$ cat src/rtl/rng_prefetch_fifo.sv
// rtl/rng_prefetch_fifo.sv - prefetches RNG words into a FIFO served over iomem with zero wait states
// Ports:
//   clk, reset        system clock, synchronous active-high reset
//   iomem_*           CPU register window at BASE_ADDR..BASE_ADDR+0xF (CTRL, STATUS, DATA, COUNT)
//   rng_re/rng_do/
//   rng_wait          exclusive read port of the RNG; a word is taken when re=1 and wait=0
//   fifo_level        current FIFO occupancy (0..DEPTH)

module rng_prefetch_fifo #(
   parameter logic [31:0] BASE_ADDR  = 32'h0300_3000,
   parameter int          DEPTH_LOG2 = 3
) (
   input  logic                clk,
   input  logic                reset,
   input  logic                iomem_valid,
   output logic                iomem_ready,
   input  logic [3:0]          iomem_wstrb,
   input  logic [31:0]         iomem_addr,
   input  logic [31:0]         iomem_wdata,
   output logic [31:0]         iomem_rdata,
   output logic                rng_re,
   input  logic [31:0]         rng_do,
   input  logic                rng_wait,
   output logic [DEPTH_LOG2:0] fifo_level
);

   localparam int DEPTH = 1 << DEPTH_LOG2;
   localparam int LW    = DEPTH_LOG2 + 1;
   localparam logic [DEPTH_LOG2-1:0] PTR_ONE = DEPTH_LOG2'(1);
   localparam logic [LW-1:0]         LVL_ONE = LW'(1);

   typedef enum logic [1:0] {S_IDLE, S_REQ, S_GAP} state_t;

   state_t                state_q, state_d;
   logic                  rng_re_q, rng_re_d;
   logic                  ready_q, ready_d;
   logic [31:0]           rdata_q, rdata_d;
   logic                  en_q, en_d;
   logic                  uf_q, uf_d;
   logic [DEPTH_LOG2-1:0] wr_ptr_q, wr_ptr_d;
   logic [DEPTH_LOG2-1:0] rd_ptr_q, rd_ptr_d;
   logic [LW-1:0]         level_q, level_d;
   logic [31:0]           count_q, count_d;
   logic [31:0]           mem_q [DEPTH];

   logic        sel, access, is_rd, is_wr, clr;
   logic        empty, full, push, push_eff, pop_req, pop;
   logic [1:0]  reg_idx;
   logic [31:0] status_word;
   logic        unused_bits;

   assign unused_bits = ^{iomem_addr[1:0], iomem_wdata[31:11], iomem_wdata[9:2]};

   always_comb begin
      sel      = iomem_valid && (iomem_addr[31:4] == BASE_ADDR[31:4]);
      // The !ready_q term keeps a still-held valid from being taken as a second access.
      access   = sel && !ready_q;
      is_rd    = access && (iomem_wstrb == 4'b0000);
      is_wr    = access && (iomem_wstrb != 4'b0000);
      reg_idx  = iomem_addr[3:2];
      empty    = (level_q == '0);
      // Level never exceeds DEPTH, so its MSB alone marks full.
      full     = level_q[DEPTH_LOG2];
      clr      = is_wr && (reg_idx == 2'd0) && iomem_wstrb[0] && iomem_wdata[1];
      push     = (state_q == S_REQ) && !rng_wait;
      // A word accepted on the CLR edge is dropped; the RNG still counts it as delivered.
      push_eff = push && !clr;
      pop_req  = is_rd && (reg_idx == 2'd2);
      pop      = pop_req && !empty;
      status_word = 32'(level_q) | {21'b0, uf_q, full, empty, 8'b0};

      ready_d  = access;
      rdata_d  = '0;
      en_d     = en_q;
      uf_d     = uf_q;
      wr_ptr_d = wr_ptr_q;
      rd_ptr_d = rd_ptr_q;
      level_d  = level_q;
      count_d  = count_q;
      state_d  = state_q;

      if (is_rd) begin
         case (reg_idx)
            2'd0:    rdata_d = {31'b0, en_q};
            2'd1:    rdata_d = status_word;
            2'd2:    rdata_d = empty ? 32'hFFFF_FFFF : mem_q[rd_ptr_q];
            default: rdata_d = count_q;
         endcase
      end

      if (is_wr && (reg_idx == 2'd0) && iomem_wstrb[0]) en_d = iomem_wdata[0];
      if (pop_req && empty) uf_d = 1'b1;
      if (is_wr && (reg_idx == 2'd1) && iomem_wstrb[1] && iomem_wdata[10]) uf_d = 1'b0;

      if (clr) begin
         uf_d     = 1'b0;
         wr_ptr_d = '0;
         rd_ptr_d = '0;
         level_d  = '0;
         count_d  = '0;
      end else begin
         if (push_eff) begin
            wr_ptr_d = wr_ptr_q + PTR_ONE;
            count_d  = count_q + 32'd1;
         end
         if (pop) rd_ptr_d = rd_ptr_q + PTR_ONE;
         case ({push_eff, pop})
            2'b10:   level_d = level_q + LVL_ONE;
            2'b01:   level_d = level_q - LVL_ONE;
            default: level_d = level_q;
         endcase
      end

      // REQ is left only through an accept, so EN dropping mid-request still completes it.
      case (state_q)
         S_IDLE:  if (en_q && !full && !clr) state_d = S_REQ;
         S_REQ:   if (!rng_wait) state_d = S_GAP;
         default: state_d = S_IDLE;
      endcase
      rng_re_d = (state_d == S_REQ);
   end

   always_ff @(posedge clk) begin
      if (reset) begin
         state_q  <= S_IDLE;
         rng_re_q <= 1'b0;
         ready_q  <= 1'b0;
         rdata_q  <= '0;
         en_q     <= 1'b0;
         uf_q     <= 1'b0;
         wr_ptr_q <= '0;
         rd_ptr_q <= '0;
         level_q  <= '0;
         count_q  <= '0;
      end else begin
         state_q  <= state_d;
         rng_re_q <= rng_re_d;
         ready_q  <= ready_d;
         rdata_q  <= rdata_d;
         en_q     <= en_d;
         uf_q     <= uf_d;
         wr_ptr_q <= wr_ptr_d;
         rd_ptr_q <= rd_ptr_d;
         level_q  <= level_d;
         count_q  <= count_d;
      end
   end

   always_ff @(posedge clk) begin
      if (push_eff && !reset) mem_q[wr_ptr_q] <= rng_do;
   end

   assign iomem_ready = ready_q;
   assign iomem_rdata = rdata_q;
   assign rng_re      = rng_re_q;
   assign fifo_level  = level_q;

endmodule

$ cat config.mk
export PLATFORM = sky130hd
export DESIGN_NAME = rng_prefetch_fifo
export DESIGN_NICKNAME = d
export VERILOG_FILES = /design/src/rtl/rng_prefetch_fifo.sv
export SDC_FILE = /design/constraint.sdc
export NUM_CORES = 1
export LEC_CHECK = 0
export CAP_MARGIN = 25
export CORE_ASPECT_RATIO = 0.9
export CORE_MARGIN = 1
export CORE_UTILIZATION = 55
export CTS_CLUSTER_DIAMETER = 60
export DETAILED_ROUTE_END_ITERATION = 16
export GPL_TIMING_DRIVEN = 1
export HOLD_SLACK_MARGIN = 0.06
export PLACE_DENSITY = 0.78
export SLEW_MARGIN = 20
export SYNTH_ARGS = -nofsm -noshare
export SYNTH_HDL_FRONTEND = slang
export SYNTH_SLANG_ARGS = --single-unit
$ cat constraint.sdc
create_clock -name clk -period 6.3 [get_ports clk]
set_input_delay 1.26 -clock clk [delete_from_list [all_inputs] [get_ports clk]]
set_output_delay 1.26 -clock clk [all_outputs]
set_load 0.02 [all_outputs]
======== Word level (Yosys, flattened, before mapping) ========
Memories as Yosys holds them, arrays and structs flattened. A register that Yosys moved wholly into a read port is not among the register bits.
Cells that the tools add are included.
Widths: inputs -> output; s select.
cells by class
  $add $sub $neg .......................... 5
  equality and inequality tests ........... 7
  mux-type cells .......................... 10
  bitwise operators ....................... 2
  reductions and logical operators ........ 33
operators with widths
  kind                   count
  $pmux 32 s3            1
  $add 32x1->32 const B  1
  $mux 32                1
  $eq 28x22->1 const B   1
  $logic_and 1x1->1      18
  $or 4x11->11           1
  $eq 2x1->1 const B     4
  $logic_not 4->1        2
  $pmux 4 s2             1
  $add 3x1->3 const B    2
  $logic_not 1->1        6
  $mux 3                 2
  $add 4x1->4 const B    1
  $eq 2x2->1 const B     2
  $logic_not 2->1        2
  $mux 2                 2
  $pmux 2 s2             1
  $reduce_bool 4->1      1
  $reduce_or 2->1        2
  $sub 4x1->4 const B    1
  $reduce_or 3->1        1
  $mux 1                 2
  $reduce_bool 2->1      1
  $not 1->1              1
word-level totals
  register bits ........................... 80
  RAM bits ................................ 256
  input port bits ......................... 104
  output and inout port bits .............. 38
  logic and storage cells ................. 68
  memories kept ........................... 1
memory list
  name   words  bits a word  rd ports  clocked after memory_dff  write ports  line  RTL
  mem_q  8      32           1         1                         1            44    logic [31:0] mem_q [DEPTH];

======== Depth between registers and ports, before layout ========
Gate-level depths: netlist of run 1.
  word-level depth ........................ 12
  depth in mapped cells ................... 12
  depth with buffers taken out ............ 12

======== Least setup slack after synthesis of run 1 ========
OpenSTA, ideal clock, no wires.
  path type ............................... in2reg
  from .................................... in rng_wait
  to ...................................... mem mem_q[0][0] (enable)
  setup time .............................. 461 ps
  data arrival time ....................... 4467 ps
  data required time ...................... 5839 ps
  setup slack ............................. 1372 ps
  cell stages on the path ................. 4
  path buffers ............................ 1
  path through ............................ or3b_2 buf_2 or3_1 nor3_1
between the ends
  longest elaborated chain between the ends .. 6
ends and longest elaborated chain
  what                          line  RTL
  start, declared               23    input logic rng_wait,
  $logic_not 1->1               n/a
  $logic_and 1x1->1             65    push = (state_q == S_REQ) && !rng_wait;
  $logic_and 1x1->1             67    push_eff = push && !clr;
  $logic_and 1x1->1             150   if (push_eff && !reset) mem_q[wr_ptr_q] <= rng_do;
  $mux 1                        150
  $mux 1 (not written as such)  150
  end, declared                 44
No other way between the ends.

======== Final worst setup path of run 1 ========
  from .................................... in iomem_addr[20]
  to ...................................... reg level_q[3] (netlist: fifo_level[3])
between the ends
  elaborated cells on any way between the ends .. 17
  classes of those cells .................. eq/ne: 3; mux: 1; reduce/logical: 13
RTL lines
  what                                             line  RTL
  start, declared                                  18    input logic [31:0] iomem_addr,
  $eq 28x22->1 (*)                                 55    sel = iomem_valid && (iomem_addr[31:4] == BASE_ADDR[31:4]);
  $logic_and 1x1->1 (*)                            55
  $logic_and 1x1->1 (*)                            57    access = sel && !ready_q;
  $logic_and 1x1->1 (*)                            58    is_rd = access && (iomem_wstrb == 4'b0000);
  $logic_and 1x1->1 (*)                            68    pop_req = is_rd && (reg_idx == 2'd2);
  $logic_and 1x1->1 (*)                            69    pop = pop_req && !empty;
  via pop                                          47    logic empty, full, push, push_eff, pop_req, pop;
  $eq 2x1->1 or $eq 2x2->1 (tied branches)         107   case ({push_eff, pop})
  $pmux 4 s2 or $reduce_bool 2->1 (tied branches)  n/a
  end signal, assigned                             144   level_q <= level_d;
  end, declared                                    42    logic [LW-1:0] level_q, level_d;
Mark *: on every way through the listed nets, which the timed path passes. The rest lies on a longest branch.
A chain may end at the register's enable or synchronous reset.

==> flow_metrics.env, run 1 <==
export IMPL_overflow=0
export IMPL_cp_slowest_cell="nor2_1"
export IMPL_gp_congestion=0.811
export IMPL_use_met2_pct=35.2
export IMPL_p_leak_nw=4.90
export IMPL_critPathCaptureType="flop"
export IMPL_numCtsBuffers=35
export IMPL_routed_via_count=7303
export IMPL_final_common_cell="edfxtp_1"
export IMPL_fillers=1583
export IMPL_cts_root_buf="clkbuf_16"
export IMPL_finalCritPeriodShare_pct=62.6
export IMPL_dp_slack_ps=1910
export IMPL_syn_avg_cell_area_sq_um=16.9
export IMPL_final_hold_violation_count=0
export IMPL_syn_cell_area_sq_mm=0.0132
export IMPL_crit_buf_inv=1
export IMPL_avgRoutedWirePerCell_um=21.7
export IMPL_grt_use_met1_pct=31.8
export IMPL_fin_setup_tns_ps=0
export IMPL_setup_viol=0
export IMPL_skew_ps=16.7
export IMPL_cts_buffer_depth=3
export IMPL_area_growth_pct=19.7
export IMPL_cts_resized=0
export IMPL_final_cell_mix="256 x edfxtp_1, 110 x clkdlybuf4s50_1, 80 x dfxtp_1"
export IMPL_seqCellArea_sq_mm=0.00936
export IMPL_drive_above_1_share_pct=16.0
export IMPL_synth_cell_type_count=51
export IMPL_grt_pass1_vias=7212
export IMPL_core_area_sq_mm=0.0234
export IMPL_ys_ff_latch=339
export IMPL_ctsHtreeMaxLevel=2
export IMPL_seq_area_frac_synth_pct=71.0
export IMPL_routed_wl_um=26800
export IMPL_post_cts_buffers=0
export IMPL_cts_num_sinks=339
export IMPL_clock_latency_ps=510
export IMPL_multiInputGateArea_sq_mm=0.00367
export IMPL_critPathKind="in -> reg"
export IMPL_path_cells="clkdlybuf4s50_1 -> nor4b_1 -> nand4_1 -> nor2_1 -> and3_1 -> ha_1 -> ha_1 -> a21o_1 -> a21oi_1 -> xnor2_1 -> or3_1 -> a21oi_1"
export IMPL_status="finished, final reports clean"
export IMPL_critical_path_top_delay_family="simple AND/OR/NAND/NOR gates"
export IMPL_grt_max_degree=65
export IMPL_cts_tree="done"
export IMPL_fp_dieH_um=149
export IMPL_maxSlewViolCount=0
export IMPL_place_hpwl_um=16200
export IMPL_first_iter_violations=693
export IMPL_synth_enable_flop_cells=256
export IMPL_yosys_warnings=0
export IMPL_max_slew_worst_pin_slew_ps=1050
export IMPL_max_stage_delay_ps=400
export IMPL_antenna_left=0
export IMPL_io_buffers=110
export IMPL_rsz0062_at_grt="false"
export IMPL_min_period_ps=3940
export IMPL_crit_required_ps=6740
export IMPL_drc=0
export IMPL_synth_cells=781
export IMPL_ioPinCount=142
export IMPL_hold_class="reg -> reg"
export IMPL_arrival_ps=4380
export IMPL_cp_max_fo=6
export IMPL_die_area_sq_mm=0.0246
export IMPL_worst_setup_path_start_kind="input port"
export IMPL_ctsHoldBuffers=0
export IMPL_start_util_pct=56.2
export IMPL_grt_pass1_wl_um=40800
export IMPL_ys_async_sr_fraction_pct=0
export IMPL_synth_main_ff_cell="edfxtp_1"
export IMPL_antenna_found_initial=3
export IMPL_ir_drop_mv=0.209
export IMPL_power_density_mw_per_mm2=283
export IMPL_grt_usage_pct=22.5
export IMPL_met3_usage_pct=4.61
export IMPL_rows=53
export IMPL_drv_cap=0
export IMPL_clk_pin_slew_ps=70
export IMPL_firstDrtPassIters=5
export IMPL_vias_per_cell=5.91
export IMPL_nets=1016
export IMPL_maxSlewHeadroom_pct=29.2
export IMPL_dieWidth_um=165
export IMPL_timing_final_ws_setup_ps=2360
export IMPL_busiest_layer="met2"
export IMPL_synth_net_count=892
export IMPL_fmax_mhz=254
## cells by family (layout without fill, tap and decap cells)
family                   count (synthesis)  after routing  share of synthesized area (%)
AO/OA/AOI/OAI                           83             83                           3.95
multiplexers                            94             94                           13.2
other                                    0              2                              0
adder cells (fa/ha/maj)                  7              7                          0.722
flip-flops                             339            339                           71.0
AND/OR/NAND/NOR                        173            173                           6.97
XOR/XNOR                                37             37                           2.46
buffers and inverters                   48            198                           1.63
## routing by layer
metal	wire length, um	vias up
met3	1960	58
met2	12900	267
met1	11300	3650
met4	613	2
met5	16	-
li1	-	3326
## final cells by class
type / instances / share of cell area [%]
Tap cell: 302 / 2.40
Timing Repair Buffer: 127 / 7.78
Sequential cell: 339 / 59.4
Clock buffer: 48 / 6.14
Antenna cell: 2 / 0.0318
Inverter: 8 / 0.191
Clock inverter: 15 / 0.786
Multi-Input combinational cell: 394 / 23.3
## state kept, by name, summed over array words and instances, names as in the netlist, named ones only
| signal | flops |
|---|---|
| en_q | 1 |
| rd_ptr_q | 3 |
| fifo_level | 4 |
| mem_q | 256 |
| count_q | 32 |
| rng_re | 1 |
| state_q | 2 |
| iomem_ready | 1 |
| uf_q | 1 |
| wr_ptr_q | 3 |
| iomem_rdata | 32 |
## worst paths after layout
check        slack, ps            from  cells after the start               to
max               2360  iomem_addr[20]                     12    fifo_level[3]
min                510            uf_q                      2  iomem_rdata[10]
max reg2reg       3180   fifo_level[3]                     10    fifo_level[3]
min reg2reg        510            uf_q                      2  iomem_rdata[10]
## cell usage after synthesis, types with 14 or more instances
master	instances	area, sq um
mux4_2	64	1440
nand2_1	24	90.1
xor2_1	22	193
nand3_1	14	70.1
dfxtp_1	83	1660
nor2_1	66	248
xnor2_1	15	131
edfxtp_1	256	7690
o21ai_0	29	145
a21oi_1	14	70.1
clkbuf_1	23	86.3
a211oi_1	26	195
mux2i_1	30	300
## per-stage QoR
step	hold slack (ps)	instances	power, mW	utilization, %	area (sq um)
5_1_grt	524	1234	4.59	67.3	15800
3_5_place_dp	490	1169	2.54	62.6	14700
4_1_cts	508	1232	4.49	67.3	15700
2_1_floorplan	448	781	2.47	-	13200
3_3_place_gp	496	1169	2.53	62.6	14700
6_report	512	1235	4.46	67.3	15800
## worst register-to-register path, cell delays in order, from the launching register on
cell,delay (ps)
dfxtp_1,370
nor4_1,780
nor2_1,220
and3_1,230
ha_1,210
ha_1,280
a21o_1,170
a21oi_1,210
xnor2_1,130
or3_1,320
a21oi_1,140
## power breakdown
part	switching (mW)	internal (mW)	total [mW]
Sequential	0.0000000000231	2.40	2.40
Clock	0.811	1.16	1.97
Combinational	0.0464	0.0459	0.0924
Power figures use the tool's default switching activity.
==> run 2, diff against run 1 <==
--- a/config.mk
+++ b/config.mk
@@ -8,12 +8,12 @@
 export CAP_MARGIN = 25
 export CORE_ASPECT_RATIO = 0.9
 export CORE_MARGIN = 1
-export CORE_UTILIZATION = 55
+export CORE_UTILIZATION = 51
 export CTS_CLUSTER_DIAMETER = 60
 export DETAILED_ROUTE_END_ITERATION = 16
 export GPL_TIMING_DRIVEN = 1
 export HOLD_SLACK_MARGIN = 0.06
-export PLACE_DENSITY = 0.78
+export PLACE_DENSITY = 0.76
 export SLEW_MARGIN = 20
 export SYNTH_ARGS = -nofsm -noshare
 export SYNTH_HDL_FRONTEND = slang
==> constraint.sdc (replaced) <==
create_clock -name clk -period 3.4 [get_ports clk]
set_input_delay 0.68 -clock clk [delete_from_list [all_inputs] [get_ports clk]]
set_output_delay 0.68 -clock clk [all_outputs]
set_load 0.02 [all_outputs]
==> flow_metrics.env, run 2 (synthesized netlist as in run 1, its figures left out) <==
export IMPL_status="finished, final reports clean"
export IMPL_grt_pass1_vias=7434
export IMPL_fin_util_pct=63.9
export IMPL_grt_max_degree=46
export IMPL_power_density_mw_per_mm2=517
export IMPL_fmax_mhz=338
export IMPL_start_util_pct=52.1
export IMPL_cts_buffer_depth=3
export IMPL_firstDrtPassIters=5
export IMPL_grt_pass1_wl_um=43400
export IMPL_drive_above_1_share_pct=19.2
export IMPL_busiest_layer="met2"
export IMPL_avgRoutedWirePerCell_um=21.7
export IMPL_routed_via_count=7404
export IMPL_final_cell_mix="256 x edfxtp_1, 110 x clkdlybuf4s50_1, 80 x dfxtp_1"
export IMPL_rows=55
export IMPL_routed_wl_um=28100
export IMPL_io_buffers=110
export IMPL_gp_congestion=0.845
export IMPL_use_met2_pct=35.0
export IMPL_antenna_found_initial=1
export IMPL_final_cells=1297
export IMPL_min_period_ps=2960
export IMPL_place_hpwl_um=17500
export IMPL_max_slew_worst_pin_slew_ps=987
export IMPL_critPathCaptureType="flop"
export IMPL_grt_use_met1_pct=31.5
export IMPL_largest_reg_flops=256
export IMPL_area_growth_pct=22.5
export IMPL_ir_drop_mv=0.280
export IMPL_clk_pin_slew_ps=60
export IMPL_cts_tree="done"
export IMPL_finalCritPeriodShare_pct=87.1
export IMPL_arrival_ps=3180
export IMPL_cp_slowest_cell="nor2_4"
export IMPL_fin_setup_tns_ps=0
export IMPL_fillers=1818
export IMPL_ctsHtreeMaxLevel=2
export IMPL_post_cts_buffers=0
export IMPL_setup_viol=0
export IMPL_ctsHoldBuffers=0
export IMPL_vias_per_cell=5.71
export IMPL_nets=1042
export IMPL_hold_class="reg -> reg"
export IMPL_maxSlewHeadroom_pct=34.0
export IMPL_path_cells="clkdlybuf4s50_1 -> or3b_2 -> or3_1 -> nor2_4 -> buf_4"
export IMPL_drc=0
export IMPL_overflow=0
export IMPL_grt_usage_pct=22.2
export IMPL_top_register="mem_q"
export IMPL_rsz0062_at_grt="false"
export IMPL_worst_setup_path_start_kind="input port"
export IMPL_skew_ps=20.7
export IMPL_clock_latency_ps=510
export IMPL_final_hold_violation_count=0
export IMPL_cts_num_sinks=339
export IMPL_maxSlewViolCount=0
export IMPL_first_iter_violations=791
export IMPL_numCtsBuffers=34
export IMPL_critPathKind="in -> reg"
export IMPL_met3_usage_pct=4.15
export IMPL_dieWidth_um=171
export IMPL_place_inst=1237
export IMPL_max_stage_delay_ps=770
export IMPL_ioPinCount=142
export IMPL_crit_required_ps=3620
export IMPL_p_leak_nw=5.08
export IMPL_cts_resized=0
export IMPL_core_area_sq_mm=0.0253
export IMPL_cp_max_fo=25
export IMPL_drv_cap=0
export IMPL_fp_dieH_um=154
export IMPL_final_common_cell="edfxtp_1"
export IMPL_cts_root_buf="clkbuf_16"
export IMPL_die_area_sq_mm=0.0265
export IMPL_antenna_left=0
## run 2: changes by cell type in the layout (fill, tap and decap cells not counted)
cell | previous run | this run
buf_4 | 16 | 36
nor3_2 | 1 | 0
diode_2 | 2 | 1
clkbuf_16 | 37 | 35
clkinv_2 | 1 | 9
buf_12 | 0 | 8
clkbuf_2 | 1 | 0
clkinvlp_2 | 1 | 0
clkinvlp_4 | 2 | 1
nor3_4 | 0 | 1
clkbuf_8 | 0 | 1
bufinv_16 | 2 | 4
clkbuf_1 | 11 | 5
clkinv_1 | 8 | 3
## run 2: area by class of cell
class | count | area (sq um) | area share (%)
Antenna cell | 1 | 2.50 | 0.0155
Clock buffer | 41 | 908 | 5.63
Clock inverter | 18 | 193 | 1.19
Inverter | 8 | 30.0 | 0.186
Multi-Input combinational cell | 394 | 3680 | 22.8
Sequential cell | 339 | 9360 | 58.0
Tap cell | 342 | 428 | 2.65
Timing Repair Buffer | 154 | 1530 | 9.50
## run 2: final timing paths
kind / end / slack [ps] / depth (start not counted) / start
max reg2reg: mem_q[3][15] / 770 / 4 / state_q[0]
min reg2reg: count_q[1] / 500 / 2 / count_q[1]
max: mem_q[3][15] / 440 / 5 / rng_wait
min: count_q[1] / 500 / 2 / count_q[1]
## run 2: metrics by stage
step	cell area [sq um]	total power, mW	worst slack (ps)	hold slack, ps
floorplan	13200	4.57	-91.0	448
global placement	15000	4.70	-79.0	487
detailed placement	15000	4.71	-75.8	490
CTS	16100	8.40	441	498
global route	16100	8.57	267	536
finish	16100	8.33	439	500
## run 2: critical path, delay by kind of cell
family	cells	cell delay, ps
AND/OR/NAND/NOR	3	1700
buffers and inverters	2	780
## run 2: power breakdown
part	switching (mW)	internal (mW)	total [mW]
registers	0.0000000000409	4.44	4.44
logic	0.0891	0.0899	0.179
clock network	1.50	2.21	3.71
## run 2: layer usage
| layer | up-vias | share of wire, % |
|---|---|---|
| met5 | - | 0 |
| met4 | 0 | 2.1 |
| met3 | 46 | 6.8 |
| met2 | 264 | 48 |
| met1 | 3720 | 43 |
| li1 | 3374 | - |
